`src/rtl/tx_fifo_arbiter.sv`:
```
// tx_fifo_arbiter: packet-level round-robin arbiter sharing one UART TX FIFO write port between two byte requesters
// Ports: CLK/RESET (sync, active-high); reqN/wrN/dataN/lastN from requester N; fifo_full from the FIFO;
//        gntN/rdyN back to requester N; WR_FIFO/data_fifo to the FIFO; ERR pulses on a forced release; STATE for debug.
// Optional feature: define TX_ARB_CRLF_EN to append CR/LF after every released packet.
module tx_fifo_arbiter #(
  parameter int NBIT = 8,
  parameter int MAXLEN = 16
) (
  input  logic            CLK,
  input  logic            RESET,
  input  logic            req0,
  input  logic            req1,
  input  logic            wr0,
  input  logic            wr1,
  input  logic [NBIT-1:0] data0,
  input  logic [NBIT-1:0] data1,
  input  logic            last0,
  input  logic            last1,
  input  logic            fifo_full,
  output logic            gnt0,
  output logic            gnt1,
  output logic            rdy0,
  output logic            rdy1,
  output logic            WR_FIFO,
  output logic [NBIT-1:0] data_fifo,
  output logic            ERR,
  output logic [2:0]      STATE
);
  typedef enum logic [2:0] {IDLE = 3'd0, G0 = 3'd1, G1 = 3'd2, CR = 3'd3, LF = 3'd4} state_t;
  state_t state_q, state_d, rel_st;
  logic ptr_q, ptr_d;
  logic [7:0] cnt_q, cnt_d;
  logic err_q, err_d;
  logic acc, lst, req, pick1;
`ifdef TX_ARB_CRLF_EN
  assign rel_st = CR;
`else
  assign rel_st = IDLE;
`endif
  assign gnt0 = state_q == G0;
  assign gnt1 = state_q == G1;
  assign rdy0 = gnt0 & ~fifo_full;
  assign rdy1 = gnt1 & ~fifo_full;
  assign acc = (wr0 & rdy0) | (wr1 & rdy1);
  assign lst = gnt0 ? last0 : last1;
  assign req = gnt0 ? req0 : req1;
  // ptr_q holds the last-served port; on a tie the other one wins
  assign pick1 = ~(req0 & (~req1 | ptr_q));
  assign ERR = err_q;
  assign STATE = state_q;
  always_comb begin
    state_d = state_q;
    ptr_d = ptr_q;
    cnt_d = cnt_q;
    err_d = 1'b0;
    WR_FIFO = 1'b0;
    data_fifo = '0;
    case (state_q)
      IDLE: if (req0 | req1) begin
        state_d = pick1 ? G1 : G0;
        ptr_d = pick1;
        cnt_d = '0;
      end
      G0, G1: begin
        data_fifo = gnt0 ? data0 : data1;
        WR_FIFO = acc;
        cnt_d = cnt_q + 8'(acc);
        // a forced release is a MAXLEN-th accepted byte without last
        if (acc & (lst | (cnt_q == 8'(MAXLEN - 1)))) begin
          state_d = rel_st;
          err_d = ~lst;
        end else if (~req) state_d = IDLE;
      end
`ifdef TX_ARB_CRLF_EN
      CR: begin
        data_fifo = NBIT'(8'h0D);
        WR_FIFO = ~fifo_full;
        state_d = fifo_full ? CR : LF;
      end
      LF: begin
        data_fifo = NBIT'(8'h0A);
        WR_FIFO = ~fifo_full;
        state_d = fifo_full ? LF : IDLE;
      end
`endif
      default: state_d = IDLE;
    endcase
  end
  always_ff @(posedge CLK) begin
    if (RESET) begin
      state_q <= IDLE;
      ptr_q <= 1'b1;
      cnt_q <= '0;
      err_q <= 1'b0;
    end else begin
      state_q <= state_d;
      ptr_q <= ptr_d;
      cnt_q <= cnt_d;
      err_q <= err_d;
    end
  end
endmodule
```
`config.mk`:
```
export PLATFORM = sky130hd
export DESIGN_NAME = tx_fifo_arbiter
export DESIGN_NICKNAME = d
export VERILOG_FILES = /design/src/rtl/tx_fifo_arbiter.sv
export SDC_FILE = /design/constraint.sdc
export NUM_CORES = 1
export LEC_CHECK = 0
export BUFFER_PORTS_ARGS = -buffer_cell sky130_fd_sc_hd__buf_2
export CORE_ASPECT_RATIO = 1.4
export CORE_MARGIN = 1
export CORE_UTILIZATION = 41
export CTS_BUF_LIST = sky130_fd_sc_hd__clkbuf_16
export DETAILED_ROUTE_END_ITERATION = 6
export GPL_ROUTABILITY_DRIVEN = 1
export PLACE_DENSITY = 0.8
export SYNTH_ARGS = -nofsm -noshare
export SYNTH_HDL_FRONTEND = slang
export SYNTH_SLANG_ARGS = --single-unit
```
`constraint.sdc`:
```
create_clock -name CLK -period 1.88 [get_ports CLK]
set_clock_uncertainty 0.05 [all_clocks]
set_input_delay 0.188 -clock CLK [delete_from_list [all_inputs] [get_ports CLK]]
set_output_delay 0.188 -clock CLK [all_outputs]
set_load 0.03 [all_outputs]
```
Word level (Yosys, flattened, before mapping) --
Cells that the tools add are included.
Word-level totals: flip-flop bits (word level) 13, word-level logic and storage cells 45
Operators by class: add/sub/neg operators 1, eq/ne operators 5, mux-type cells 12, bitwise gates (word level) 16, reductions and logical operators 7
Operators with widths (count):
- 2-to-1 mux 8 bit | 3
- case mux 8 bit (2 select lines) | 1
- 2-to-1 mux 3 bit | 3
- adder 8 x 1 -> 8 bit | 1
- equality test 8 x 4 -> 1 bit (second input constant) | 1
- AND 1 bit | 6
- NOT 1 bit | 6
- case mux 3 bit (2 select lines) | 1
- AND reduction 2 bit | 3
- OR 1 bit | 4
- equality test 3 x 1 -> 1 bit (second input constant) | 1
- equality test 3 x 2 -> 1 bit (second input constant) | 1
- zero test 3 bit | 1
- 2-to-1 mux 1 bit | 3
- != test 3 bit (second input constant) | 1
- OR reduction 3 bit | 1
- 2-to-1 mux 2 bit | 1
- != test 2 bit (second input constant) | 1
- nonzero test 2 bit | 1
- OR reduction 2 bit | 1

Depth between registers and ports, before layout --
Gate-level depths: netlist of the first run.
depth after elaboration 7, gate-level depth with buffers 10

Least setup slack after synthesis of the first run --
No wires, ideal clock.
path kind reg2reg, from reg state_q[0], in the netlist STATE[0], to reg cnt_q[7], library setup time 0.070 ns, data arrival time 2.365 ns, setup slack -0.605 ns, stages on the path, launching flop included 9, path buffers 1, cell sequence dfxtp_1 ha_1 buf_4 a22oi_1 nor2_1 ha_1 nand2_1 or4_1 a21oi_1
On the way: longest elaborated chain between the ends 6, elaborated cells between the ends (all ways) 14, those cells by class add/sub (1); eq/ne (3); mux (1); bitwise (5); reduce/logical (4)
Ends and longest elaborated chain:
- from (decl) | line 30 | state_t state_q, state_d, rel_st;
- from (signal assigned) | line 96 | state_q <= state_d;
- equality test 3 x 1 -> 1 bit * | line 40 | assign gnt0 = state_q == G0;
- net gnt0 | line 20 | output logic gnt0,
- AND 1 bit | line 42 | assign rdy0 = gnt0 & ~fifo_full;
- AND 1 bit | line 44 | assign acc = (wr0 & rdy0) | (wr1 & rdy1);
- OR 1 bit | line 44
- adder 8 x 1 -> 8 bit | line 67 | cnt_d = cnt_q + 8'(acc);
- case mux 8 bit (2 select lines) | line 58 | case (state_q)
- to (signal assigned) | line 98 | cnt_q <= cnt_d;
- to (decl) | line 32 | logic [7:0] cnt_q, cnt_d;
The timed path passes the listed nets; every way through them passes the cells marked *. A chain may end at the register's enable or synchronous reset.

Worst setup path after layout of the first run --
from reg state_q[1], in the netlist STATE[1], to reg state_q[1], in the netlist STATE[1]
On the way: longest elaborated chain between the ends 7, elaborated cells between the ends (all ways) 18, those cells by class eq/ne (4); mux (4); bitwise (7); reduce/logical (3)
Ends and longest elaborated chain:
- equality test 3 x 1 -> 1 bit or equality test 3 x 2 -> 1 bit (tied branches) | line 40, 58, 41
- AND 1 bit (on tied branches) | line 42, 43
- AND 1 bit | line 44
- OR 1 bit | line 44
- AND 1 bit | line 69 | if (acc & (lst | (cnt_q == 8'(MAXLEN - 1)))) begin
- 2-to-1 mux 3 bit or != test 3 bit (tied branches)
- case mux 3 bit (2 select lines) or AND reduction 2 bit (tied branches)
Several ways; a longest one is shown, not always the timed one.

==> results of run 1 <==
## report_power, final
group	internal (mW)	total, mW	switching [mW]
logic	0.173	0.410	0.237
clock network	0.281	0.400	0.119
registers	0.266	0.275	0.00958
total	0.719	1.08	0.366
## routing by layer
layer  GRT usage [%]  vias to the layer above
met1            20.6                      406
li1                -                      456
met5               0                        -
met4            13.8                        0
met3            4.74                        8
met2            33.9                       43
## how the worst max path moves through the flow
stage	to	cells past startpoint
3_5_place_dp	cnt_q[7]	8
6_report	STATE[1]	6
4_1_cts	cnt_q[7]	8
5_1_grt	STATE[1]	6
2_1_floorplan	cnt_q[7]	9
3_3_place_gp	cnt_q[7]	8
## logic make-up after synthesis
| logic type | Yosys count | synth area share (%) |
|---|---|---|
| simple gates | 47 | 30.7 |
| compound gates | 14 | 12.1 |
| flops | 12 | 27.6 |
| mux | 10 | 11.8 |
| buf+inv | 8 | 5.18 |
| fa+ha+maj | 5 | 7.19 |
| xor+xnor | 5 | 5.04 |
| other cells | 1 | 0.431 |
## critical path: cells and delay by family (launching register included)
family | cells | cell delay [ps]
flops | 1 | 350
buf+inv | 1 | 70
mux | 1 | 350
fa+ha+maj | 1 | 160
compound gates | 3 | 760
## cell usage after synthesis
library cell	count
nor3b_1	1
nor4b_1	2
or2_2	2
nand2_1	5
o22ai_2	1
mux2i_1	8
and4_1	1
a311o_1	1
dfxtp_1	12
mux2_2	2
or4_1	1
nor4_1	2
a31oi_1	1
conb_1	1
a22oi_1	1
a32oi_1	2
nand2_2	1
o22ai_1	1
buf_4	2
ha_1	5
nor2_1	10
buf_1	1
or3b_1	1
inv_1	4
o21bai_1	1
xnor2_1	2
nand4_1	3
nand3_1	4
a21oi_1	4
buf_6	1
and2_1	1
a41o_1	1
o31ai_1	1
xor2_1	3
or2b_1	2
nor2b_1	11
## flip-flops by register name, indices dropped and copies added (netlist names)
| register | count |
|---|---|
| STATE | 2 |
| ptr_q | 1 |
| cnt_q | 8 |
| ERR | 1 |
## area by class of cell
class	count	area [sq um]	area share, %
multi-input combinational	82	632	50.4
timing repair buffer	46	251	20.1
sequential	12	248	19.8
clock buffer	3	75.1	5.99
tap	21	26.3	2.10
inverter	4	17.5	1.40
clock inverter	1	3.75	0.299
## metrics by stage
| stage | cell area, sq um | total power [mW] |
|---|---|---|
| global placement | 1160 | 0.671 |
| finish | 1250 | 1.08 |
| global route | 1250 | 1.15 |
| floorplan | 927 | 0.567 |
| detailed placement | 1160 | 0.679 |
| CTS | 1240 | 1.08 |
==> metrics.txt, run 1 <==
# TYPE chip_impl_metric gauge
chip_impl_metric{name="synth.distinct_cells",unit=""} 36
chip_impl_metric{name="timing.hold.worst_path_depth",unit=""} 2
chip_impl_info{name="worstHoldStart",value="RESET"} 1
chip_impl_metric{name="fp.coreArea",unit="sq um"} 1970
chip_impl_info{name="setup.worst_path.end_class",value="register"} 1
chip_impl_info{name="worst_r2r_endpoint",value="STATE[1]"} 1
chip_impl_metric{name="diodes",unit=""} 0
chip_impl_metric{name="timing.reg2reg.worst_path_depth",unit=""} 6
chip_impl_metric{name="placedCellCount",unit=""} 165
chip_impl_metric{name="post_cts_setup_buffer_count",unit=""} 0
chip_impl_metric{name="clock_input_transition_at_the_sequential_cells_of_the_worst_setup_and_hold_paths",unit="ps"} 40
chip_impl_metric{name="timing.critical_path.arrival",unit="ps"} 1920
chip_impl_metric{name="post-synth-top-area-fraction",unit="%"} 27.6
chip_impl_metric{name="grt_usage",unit="%"} 20.5
chip_impl_metric{name="ys_seq_area_share",unit="%"} 27.6
chip_impl_metric{name="maxCapViolCount",unit=""} 0
chip_impl_metric{name="design.die.area",unit="sq um"} 2310
chip_impl_info{name="crit_path_cell_trace",value="inv_4 > ha_4 > mux2_2 > a41o_1 > a311o_1 > o22ai_2"} 1
chip_impl_metric{name="cts_repair_resize_count",unit=""} 0
chip_impl_info{name="layout_commonest_cell",value="buf_2"} 1
chip_impl_metric{name="cts_hold_repair.buffers",unit=""} 0
chip_impl_metric{name="drt-wirelength-per-cell",unit="um"} 12.7
chip_impl_info{name="status",value="complete, no violations"} 1
chip_impl_info{name="worst_hold_path.endpoint",value="cnt_q[0]"} 1
chip_impl_metric{name="postRouteWirelength",unit="mm"} 2.15
chip_impl_info{name="layout.cells.most_common_list",value="buf_2 (39), nor2b_1 (11), dfxtp_1 (10), nor2_1 (9), mux2i_1 (8)"} 1
chip_impl_metric{name="report.final.hold_viol_count",unit=""} 0
chip_impl_metric{name="post-route-period-util",unit="%"} 96.0
chip_impl_metric{name="cts-root-to-sink-buffers",unit=""} 2
chip_impl_info{name="worstSetupStartpointType",value="register"} 1
chip_impl_metric{name="p_leak",unit="nW"} 0.554
chip_impl_metric{name="cts_bufs_inserted",unit=""} 3
chip_impl_metric{name="worst_skew_pair.late_latency",unit="ps"} 240
chip_impl_metric{name="gp_routability_congestion",unit=""} 0.865
chip_impl_metric{name="final_max_slew_viol_count",unit=""} 0
chip_impl_metric{name="synth_nets",unit=""} 132
chip_impl_metric{name="vdd.ir_drop.worst",unit="V"} 0.000582
chip_impl_metric{name="crit_fanout",unit=""} 5
chip_impl_metric{name="finalSetupViolCount",unit=""} 0
chip_impl_metric{name="grt_pass1_wl",unit="mm"} 3.26
chip_impl_metric{name="firstDrtPassIters",unit=""} 4
chip_impl_metric{name="dpl.hpwl",unit="mm"} 1.62
chip_impl_metric{name="reg2reg_slack",unit="ps"} 70
chip_impl_info{name="synth.largest_area_cell",value="dfxtp_1"} 1
chip_impl_metric{name="crit_path_required_time",unit="ps"} 2000
chip_impl_metric{name="met2_wirelength",unit="mm"} 1.07
chip_impl_metric{name="postSynthRegisterBits",unit=""} 12
chip_impl_metric{name="mappedNetlistArea",unit="sq um"} 870
chip_impl_info{name="critical_path.slowest_cell",value="a311o_1"} 1
chip_impl_metric{name="synthesis.yosys.warnings",unit=""} 0
chip_impl_metric{name="fin_hold_ws",unit="ps"} 165
chip_impl_metric{name="route.layer.met1.wl",unit="um"} 840
chip_impl_metric{name="grt_antenna_before_repair",unit=""} 0
chip_impl_metric{name="layoutNonFillerInstCount",unit=""} 169
chip_impl_metric{name="final_core_utilization",unit="%"} 63.5
chip_impl_metric{name="pin_count",unit=""} 42
chip_impl_metric{name="max_freq",unit="GHz"} 0.554
chip_impl_metric{name="floorplan.die.height",unit="um"} 56.5
chip_impl_metric{name="tritoncts_num_sinks",unit=""} 12
chip_impl_metric{name="drive_above_1_share",unit="%"} 45.3
chip_impl_metric{name="routed_via_density",unit=""} 5.40
chip_impl_metric{name="route.detailed.drc",unit=""} 0
chip_impl_metric{name="dp_worst_setup_slack",unit="ps"} 70.8
chip_impl_metric{name="period_needed",unit="ps"} 1810
chip_impl_info{name="timing.hold.worst.class",value="input pin to register"} 1
chip_impl_info{name="clock_tree.root_cell",value="clkbuf_16"} 1
chip_impl_metric{name="detail_route.iter0.violations",unit=""} 13
chip_impl_info{name="tritoncts",value="done"} 1
chip_impl_metric{name="die_w",unit="um"} 40.9
chip_impl_metric{name="final_critical_path_setup_slack",unit="ps"} 74.8
chip_impl_metric{name="timing.critical_path.slowest_cell_delay",unit="ps"} 390
chip_impl_metric{name="final_nets",unit=""} 179
chip_impl_metric{name="drtAntennaViolNets",unit=""} 0
chip_impl_metric{name="std_cell_rows",unit=""} 19
chip_impl_info{name="rsz0062_at_grt",value="yes"} 1
chip_impl_metric{name="tns",unit="ps"} 0
chip_impl_metric{name="grt_start_max_net_pins",unit=""} 14
chip_impl_metric{name="area_delta_synth_final",unit="%"} 44.2
chip_impl_info{name="biggest_area_contributors_in_the_synthesized_netlist",value="dfxtp_1 (28%), mux2i_1 (9.2%), nor2b_1 (7.9%)"} 1
chip_impl_metric{name="via_count",unit=""} 913
chip_impl_metric{name="numPortBuffers",unit=""} 40
chip_impl_info{name="worstSetupStartpoint",value="STATE[1]"} 1
chip_impl_metric{name="dr_wl_met3",unit="um"} 167
chip_impl_metric{name="postSynthAreaPerCell",unit="sq um"} 8.53
chip_impl_metric{name="syn-instance-count",unit=""} 102
chip_impl_info{name="critical_path_class",value="register to register"} 1
chip_impl_metric{name="cts_htree_levels",unit=""} 1
chip_impl_metric{name="num-fill-cells",unit=""} 160
chip_impl_metric{name="start_util",unit="%"} 44.1
chip_impl_info{name="reg2reg_from",value="STATE[1]"} 1
chip_impl_info{name="maxUsedRoutingLayer",value="met4"} 1
chip_impl_metric{name="power_per_cell_area",unit="nW/um^2"} 865
chip_impl_metric{name="global_route.overflow_total",unit=""} 0
chip_impl_metric{name="grt_pass1_vias",unit=""} 823
No activity file was read; power rests on OpenSTA's default activity.
==> run 2: changes to the inputs <==
CELL_PAD_IN_SITES_DETAIL_PLACEMENT = 0   (was not set)
CELL_PAD_IN_SITES_GLOBAL_PLACEMENT = 1   (was not set)
CORE_UTILIZATION = 29   (was 41)
==> metrics.txt, run 2 (synthesis gave the netlist of run 1 again) <==
# TYPE chip_impl_metric gauge
chip_impl_metric{name="final_design_area_no_fill",unit="sq um"} 1280
chip_impl_metric{name="timing.critical_path.arrival",unit="ps"} 1900
chip_impl_metric{name="period_needed",unit="ps"} 1790
chip_impl_metric{name="tns",unit="ps"} 0
chip_impl_metric{name="final_critical_path_setup_slack",unit="ps"} 94.4
chip_impl_metric{name="area_delta_synth_final",unit="%"} 47.5
chip_impl_info{name="rsz0062_at_grt",value="no"} 1
chip_impl_metric{name="timing.max_slew.rel_slack",unit="%"} 66.5
chip_impl_metric{name="maxCapViolCount",unit=""} 0
chip_impl_metric{name="finalSetupViolCount",unit=""} 0
chip_impl_info{name="timing.hold.worst.class",value="input pin to register"} 1
chip_impl_info{name="gr-max-usage-layer",value="met2"} 1
chip_impl_metric{name="gr-usage-met3",unit="%"} 4.07
chip_impl_metric{name="power_per_cell_area",unit="nW/um^2"} 843
chip_impl_metric{name="firstDrtPassIters",unit=""} 4
chip_impl_info{name="tritoncts",value="done"} 1
chip_impl_metric{name="report.final.hold_viol_count",unit=""} 0
chip_impl_info{name="worst_r2r_endpoint",value="STATE[1]"} 1
chip_impl_metric{name="tritoncts_num_sinks",unit=""} 12
chip_impl_metric{name="numPortBuffers",unit=""} 40
chip_impl_metric{name="global_route.overflow_total",unit=""} 0
chip_impl_info{name="worstSetupStartpoint",value="STATE[1]"} 1
chip_impl_metric{name="post-route-period-util",unit="%"} 95.0
chip_impl_info{name="layout.cells.most_common_list",value="buf_2 (40), nor2b_1 (11), dfxtp_1 (10), nor2_1 (9), mux2i_1 (8)"} 1
chip_impl_metric{name="largest_register_ff_count",unit=""} 8
chip_impl_metric{name="grt_usage",unit="%"} 14.4
chip_impl_metric{name="grt_antenna_before_repair",unit=""} 0
chip_impl_metric{name="final_nets",unit=""} 180
chip_impl_metric{name="via_count",unit=""} 911
chip_impl_metric{name="drive_above_1_share",unit="%"} 47.7
chip_impl_info{name="setup.worst_path.end_class",value="register"} 1
chip_impl_metric{name="std_cell_rows",unit=""} 23
chip_impl_metric{name="placed_instance_area",unit="sq um"} 1190
chip_impl_metric{name="crit_fanout",unit=""} 5
chip_impl_metric{name="postRouteWirelength",unit="mm"} 2.21
chip_impl_metric{name="route.detailed.drc",unit=""} 0
chip_impl_metric{name="design.die.area",unit="sq um"} 3220
chip_impl_info{name="worstSetupStartpointType",value="register"} 1
chip_impl_info{name="status",value="complete, no violations"} 1
chip_impl_metric{name="cts_hold_repair.buffers",unit=""} 0
chip_impl_metric{name="diodes",unit=""} 0
chip_impl_metric{name="cts_repair_resize_count",unit=""} 0
chip_impl_metric{name="max_freq",unit="GHz"} 0.560
chip_impl_metric{name="die_w",unit="um"} 48.3
chip_impl_metric{name="floorplan.die.height",unit="um"} 66.8
chip_impl_metric{name="reg2reg_slack",unit="ps"} 90
chip_impl_metric{name="p_leak",unit="nW"} 0.576
chip_impl_metric{name="final_max_slew_viol_count",unit=""} 0
chip_impl_metric{name="pin_count",unit=""} 42
chip_impl_metric{name="drt-wirelength-per-cell",unit="um"} 11.9
chip_impl_metric{name="vdd.ir_drop.worst",unit="V"} 0.000411
chip_impl_metric{name="cts_bufs_inserted",unit=""} 3
chip_impl_metric{name="routed_via_density",unit=""} 4.90
chip_impl_info{name="layout_commonest_cell",value="buf_2"} 1
chip_impl_metric{name="start_util",unit="%"} 30.5
chip_impl_metric{name="worstMarginPinSlew",unit="ps"} 496
chip_impl_metric{name="crit_path_required_time",unit="ps"} 2000
chip_impl_metric{name="layoutNonFillerInstCount",unit=""} 186
chip_impl_metric{name="cts-root-to-sink-buffers",unit=""} 2
chip_impl_metric{name="dpl.hpwl",unit="mm"} 1.79
chip_impl_metric{name="gp_routability_congestion",unit=""} 0.740
chip_impl_metric{name="fp.coreArea",unit="sq um"} 2850
chip_impl_metric{name="grt_pass1_vias",unit=""} 823
chip_impl_metric{name="worst_skew_pair.late_latency",unit="ps"} 240
chip_impl_metric{name="post_cts_setup_buffer_count",unit=""} 0
chip_impl_metric{name="detail_route.iter0.violations",unit=""} 13
chip_impl_metric{name="dp_worst_setup_slack",unit="ps"} 41.3
chip_impl_metric{name="cts_htree_levels",unit=""} 1
chip_impl_info{name="critical_path_class",value="register to register"} 1
chip_impl_info{name="critical_path.endpoint",value="STATE[1]"} 1
chip_impl_metric{name="placedCellCount",unit=""} 182
chip_impl_info{name="max_flop_register",value="cnt_q"} 1
chip_impl_metric{name="grt.met1_usage",unit="%"} 13.3
chip_impl_metric{name="grt_pass1_wl",unit="mm"} 3.24
chip_impl_metric{name="grt_start_max_net_pins",unit=""} 14
chip_impl_metric{name="final_core_utilization",unit="%"} 45.0
chip_impl_metric{name="timing.reg2reg.worst_path_depth",unit=""} 6
chip_impl_info{name="reg2reg_from",value="STATE[1]"} 1
chip_impl_metric{name="drtAntennaViolNets",unit=""} 0
chip_impl_metric{name="grt_use_met2",unit="%"} 26.5
chip_impl_metric{name="clock_input_transition_at_the_sequential_cells_of_the_worst_setup_and_hold_paths",unit="ps"} 50
chip_impl_info{name="clock_tree.root_cell",value="clkbuf_16"} 1
==> run 2: layout make-up <==
| type | count | area, sq um |
|---|---|---|
| flip-flops and latches | 12 | 248 |
| fillers | 281 | 1570 |
| clock buffers | 3 | 75.1 |
| well taps | 37 | 46.3 |
| multi-input cells | 82 | 639 |
| inverters | 4 | 17.5 |
| repair buffers | 47 | 253 |
| clock inverters | 1 | 3.75 |
==> run 2: metrics by stage <==
step	hold slack [ps]	total power, mW
global route	180	1.14
finish	158	1.08
CTS	160	1.09
detailed placement	416	0.682
global placement	411	0.674
floorplan	210	0.567
==> run 2: worst max-delay path: stages, from the launching register on <==
cell,delay (ps)
dfxtp_4,350
inv_4,70
ha_4,160
mux2_2,340
a41o_1,220
a311o_1,380
o22ai_2,130
==> run 2: layer usage <==
layer | vias up | wire length [um]
met5 | - | 0
li1 | 458 | -
met3 | 4 | 195
met4 | 0 | 42
met2 | 44 | 1110
met1 | 405 | 862
==> run 2: report_power, final <==
group	switching (mW)	total, mW	internal, mW
Clock	0.121	0.402	0.281
Combinational	0.233	0.403	0.170
Sequential	0.0105	0.276	0.265
==> run 2: worst min-delay path by stage <==
stage                     to  slack [ps]  cells after the start  startpoint
floorplan           cnt_q[0]         210                      1       RESET
global placement    cnt_q[0]         410                      2       RESET
detailed placement  cnt_q[0]         420                      2       RESET
CTS                 cnt_q[0]         160                      2       RESET
global route        cnt_q[0]         180                      2       RESET
finish              cnt_q[0]         160                      2       RESET
==> run 3: changes to the inputs <==
RECOVER_POWER = 50   (was not set)
SLEW_MARGIN = 20   (was not set)
==> metrics.txt, run 3 (synthesis gave the netlist of run 1 again) <==
# TYPE chip_impl_metric gauge
chip_impl_info{name="rsz0062_at_grt",value="no"} 1
chip_impl_metric{name="final_critical_path_setup_slack",unit="ps"} 88.2
chip_impl_metric{name="dpl.hpwl",unit="mm"} 1.79
chip_impl_info{name="layout.cells.most_common_list",value="buf_2 (33), nor2b_1 (11), dfxtp_1 (10), nor2_1 (9), mux2i_1 (8)"} 1
chip_impl_metric{name="final_nets",unit=""} 180
chip_impl_info{name="worstSetupStartpointType",value="register"} 1
chip_impl_metric{name="vdd.ir_drop.worst",unit="V"} 0.000409
chip_impl_metric{name="placedCellCount",unit=""} 182
chip_impl_metric{name="p_leak",unit="nW"} 0.550
chip_impl_metric{name="drt-wirelength-per-cell",unit="um"} 12.0
chip_impl_info{name="worstSetupStartpoint",value="STATE[1]"} 1
chip_impl_metric{name="max_freq",unit="GHz"} 0.558
chip_impl_metric{name="routed_via_density",unit=""} 4.92
chip_impl_metric{name="timing.critical_path.arrival",unit="ps"} 1910
chip_impl_metric{name="gp_routability_congestion",unit=""} 0.740
chip_impl_metric{name="area_delta_synth_final",unit="%"} 45.9
chip_impl_metric{name="pwr-share-comb",unit="%"} 37.1
chip_impl_info{name="clock_tree.root_cell",value="clkbuf_16"} 1
chip_impl_metric{name="crit_path_required_time",unit="ps"} 2000
chip_impl_metric{name="grt_pass1_vias",unit=""} 823
chip_impl_metric{name="via_count",unit=""} 916
chip_impl_metric{name="grt_pass1_wl",unit="mm"} 3.24
chip_impl_info{name="worst_hold_path.endpoint",value="cnt_q[0]"} 1
chip_impl_metric{name="cts_htree_levels",unit=""} 1
chip_impl_metric{name="detail_route.iter0.violations",unit=""} 16
chip_impl_metric{name="post-route-period-util",unit="%"} 95.3
chip_impl_metric{name="internal-power",unit="uW"} 713
chip_impl_metric{name="worst_skew_pair.late_latency",unit="ps"} 240
chip_impl_metric{name="fp.coreArea",unit="sq um"} 2850
chip_impl_info{name="max_flop_register",value="cnt_q"} 1
chip_impl_info{name="reg2reg_from",value="STATE[1]"} 1
chip_impl_metric{name="maxCapViolCount",unit=""} 0
chip_impl_metric{name="drive_above_1_share",unit="%"} 43.0
chip_impl_metric{name="final_max_slew_viol_count",unit=""} 0
chip_impl_metric{name="firstDrtPassIters",unit=""} 4
chip_impl_metric{name="reg2reg_slack",unit="ps"} 90
chip_impl_metric{name="diodes",unit=""} 0
chip_impl_metric{name="timing.max_slew.rel_slack",unit="%"} 66.4
chip_impl_info{name="worst_r2r_endpoint",value="STATE[1]"} 1
chip_impl_metric{name="finalSetupViolCount",unit=""} 0
chip_impl_metric{name="cts_hold_repair.buffers",unit=""} 0
chip_impl_info{name="worstHoldStart",value="RESET"} 1
chip_impl_metric{name="grt_start_max_net_pins",unit=""} 14
chip_impl_metric{name="pin_count",unit=""} 42
chip_impl_metric{name="dp_worst_setup_slack",unit="ps"} 41.3
chip_impl_metric{name="die_w",unit="um"} 48.3
chip_impl_info{name="critical_path_class",value="register to register"} 1
chip_impl_info{name="status",value="complete, no violations"} 1
chip_impl_metric{name="swShare",unit="%"} 33.8
chip_impl_metric{name="worstMarginPinSlew",unit="ps"} 498
chip_impl_metric{name="postRouteWirelength",unit="mm"} 2.23
chip_impl_metric{name="design.die.area",unit="sq um"} 3220
chip_impl_metric{name="power_per_cell_area",unit="nW/um^2"} 849
chip_impl_metric{name="std_cell_rows",unit=""} 23
chip_impl_info{name="layout_commonest_cell",value="buf_2"} 1
chip_impl_info{name="setup.worst_path.end_class",value="register"} 1
chip_impl_metric{name="period_needed",unit="ps"} 1790
chip_impl_metric{name="power.sequential.fraction",unit="%"} 25.6
chip_impl_metric{name="start_util",unit="%"} 30.5
chip_impl_metric{name="cts-root-to-sink-buffers",unit=""} 2
chip_impl_metric{name="grt_antenna_before_repair",unit=""} 0
chip_impl_metric{name="floorplan.die.height",unit="um"} 66.8
chip_impl_metric{name="drtAntennaViolNets",unit=""} 0
chip_impl_metric{name="p_switching",unit="uW"} 364
chip_impl_metric{name="crit_fanout",unit=""} 5
chip_impl_metric{name="tns",unit="ps"} 0
chip_impl_info{name="timing.hold.worst.class",value="input pin to register"} 1
chip_impl_metric{name="timing.reg2reg.worst_path_depth",unit=""} 6
chip_impl_metric{name="numPortBuffers",unit=""} 40
chip_impl_metric{name="report.final.hold_viol_count",unit=""} 0
chip_impl_metric{name="layoutNonFillerInstCount",unit=""} 186
chip_impl_info{name="tritoncts",value="done"} 1
chip_impl_metric{name="route.detailed.drc",unit=""} 0
chip_impl_metric{name="clock_input_transition_at_the_sequential_cells_of_the_worst_setup_and_hold_paths",unit="ps"} 50
chip_impl_metric{name="grt_usage",unit="%"} 14.4
chip_impl_metric{name="timing.hold.worst_path_depth",unit=""} 2
chip_impl_metric{name="tritoncts_num_sinks",unit=""} 12
chip_impl_metric{name="global_route.overflow_total",unit=""} 0
chip_impl_metric{name="largest_register_ff_count",unit=""} 8
chip_impl_metric{name="cts_bufs_inserted",unit=""} 3
chip_impl_metric{name="share_clk_of_total_power",unit="%"} 37.2
## run 3: cell types whose count changed in the layout (fill, tap and decap cells not counted), sizes merged
cell / delta
buf: -7
clkbuf: +7
## run 3: power by group through the flow
| stage | registers [mW] | clock network [mW] | logic (mW) |
|---|---|---|---|
| global placement | 0.279 | 0 | 0.396 |
| global route | 0.277 | 0.419 | 0.441 |
| detailed placement | 0.280 | 0 | 0.402 |
| CTS | 0.276 | 0.409 | 0.403 |
| floorplan | 0.290 | 0 | 0.277 |
| finish | 0.276 | 0.401 | 0.400 |
## run 3: critical path, cell delays in order, from the launching register on
cell and delay, ps:
dfxtp_4 350, inv_4 70, ha_4 160, mux2_2 340, a41o_1 220, a311o_1 390, o22ai_2 130
## run 3: layer usage
layer	part of all wire (%)	vias to the layer above	GRT usage [%]
met5	0	-	0
met4	2.1	0	7.29
met3	9.6	4	4.07
met2	49	50	26.5
met1	39	403	13.3
li1	-	459	-
## run 3: stage by stage
| step | hold slack, ps | power, mW | util, % | cell area, sq um |
|---|---|---|---|---|
| finish | 160 | 1.08 | 44.5 | 1270 |
| global route | 180 | 1.14 | 44.5 | 1270 |
| CTS | 160 | 1.09 | 44.5 | 1270 |
| detailed placement | 416 | 0.682 | 41.7 | 1190 |
| global placement | 411 | 0.674 | 41.7 | 1190 |
| floorplan | 210 | 0.567 | - | 927 |
## run 3: area by class of cell
| type | instances | area, sq um |
|---|---|---|
| fill | 283 | 1580 |
| clock inverter | 1 | 3.75 |
| inverter | 4 | 17.5 |
| clock buffer | 3 | 75.1 |
| multi-input combinational | 82 | 633 |
| tap | 37 | 46.3 |
| timing repair buffer | 47 | 245 |
| sequential | 12 | 248 |
## run 3: how the worst max path moves through the flow
| stage | to | depth (start not counted) |
|---|---|---|
| 4_1_cts | cnt_q[7] | 8 |
| 3_5_place_dp | cnt_q[7] | 8 |
| 5_1_grt | cnt_q[5] | 9 |
| 2_1_floorplan | cnt_q[7] | 9 |
| 3_3_place_gp | STATE[1] | 5 |
| 6_report | STATE[1] | 6 |
## run 3: repair_timing
| action | CTS | global route |
|---|---|---|
| buffers inserted | 0 | 0 |
| resized for setup | 0 | 5 |
| setup endpoints to repair | 0 | 9 |
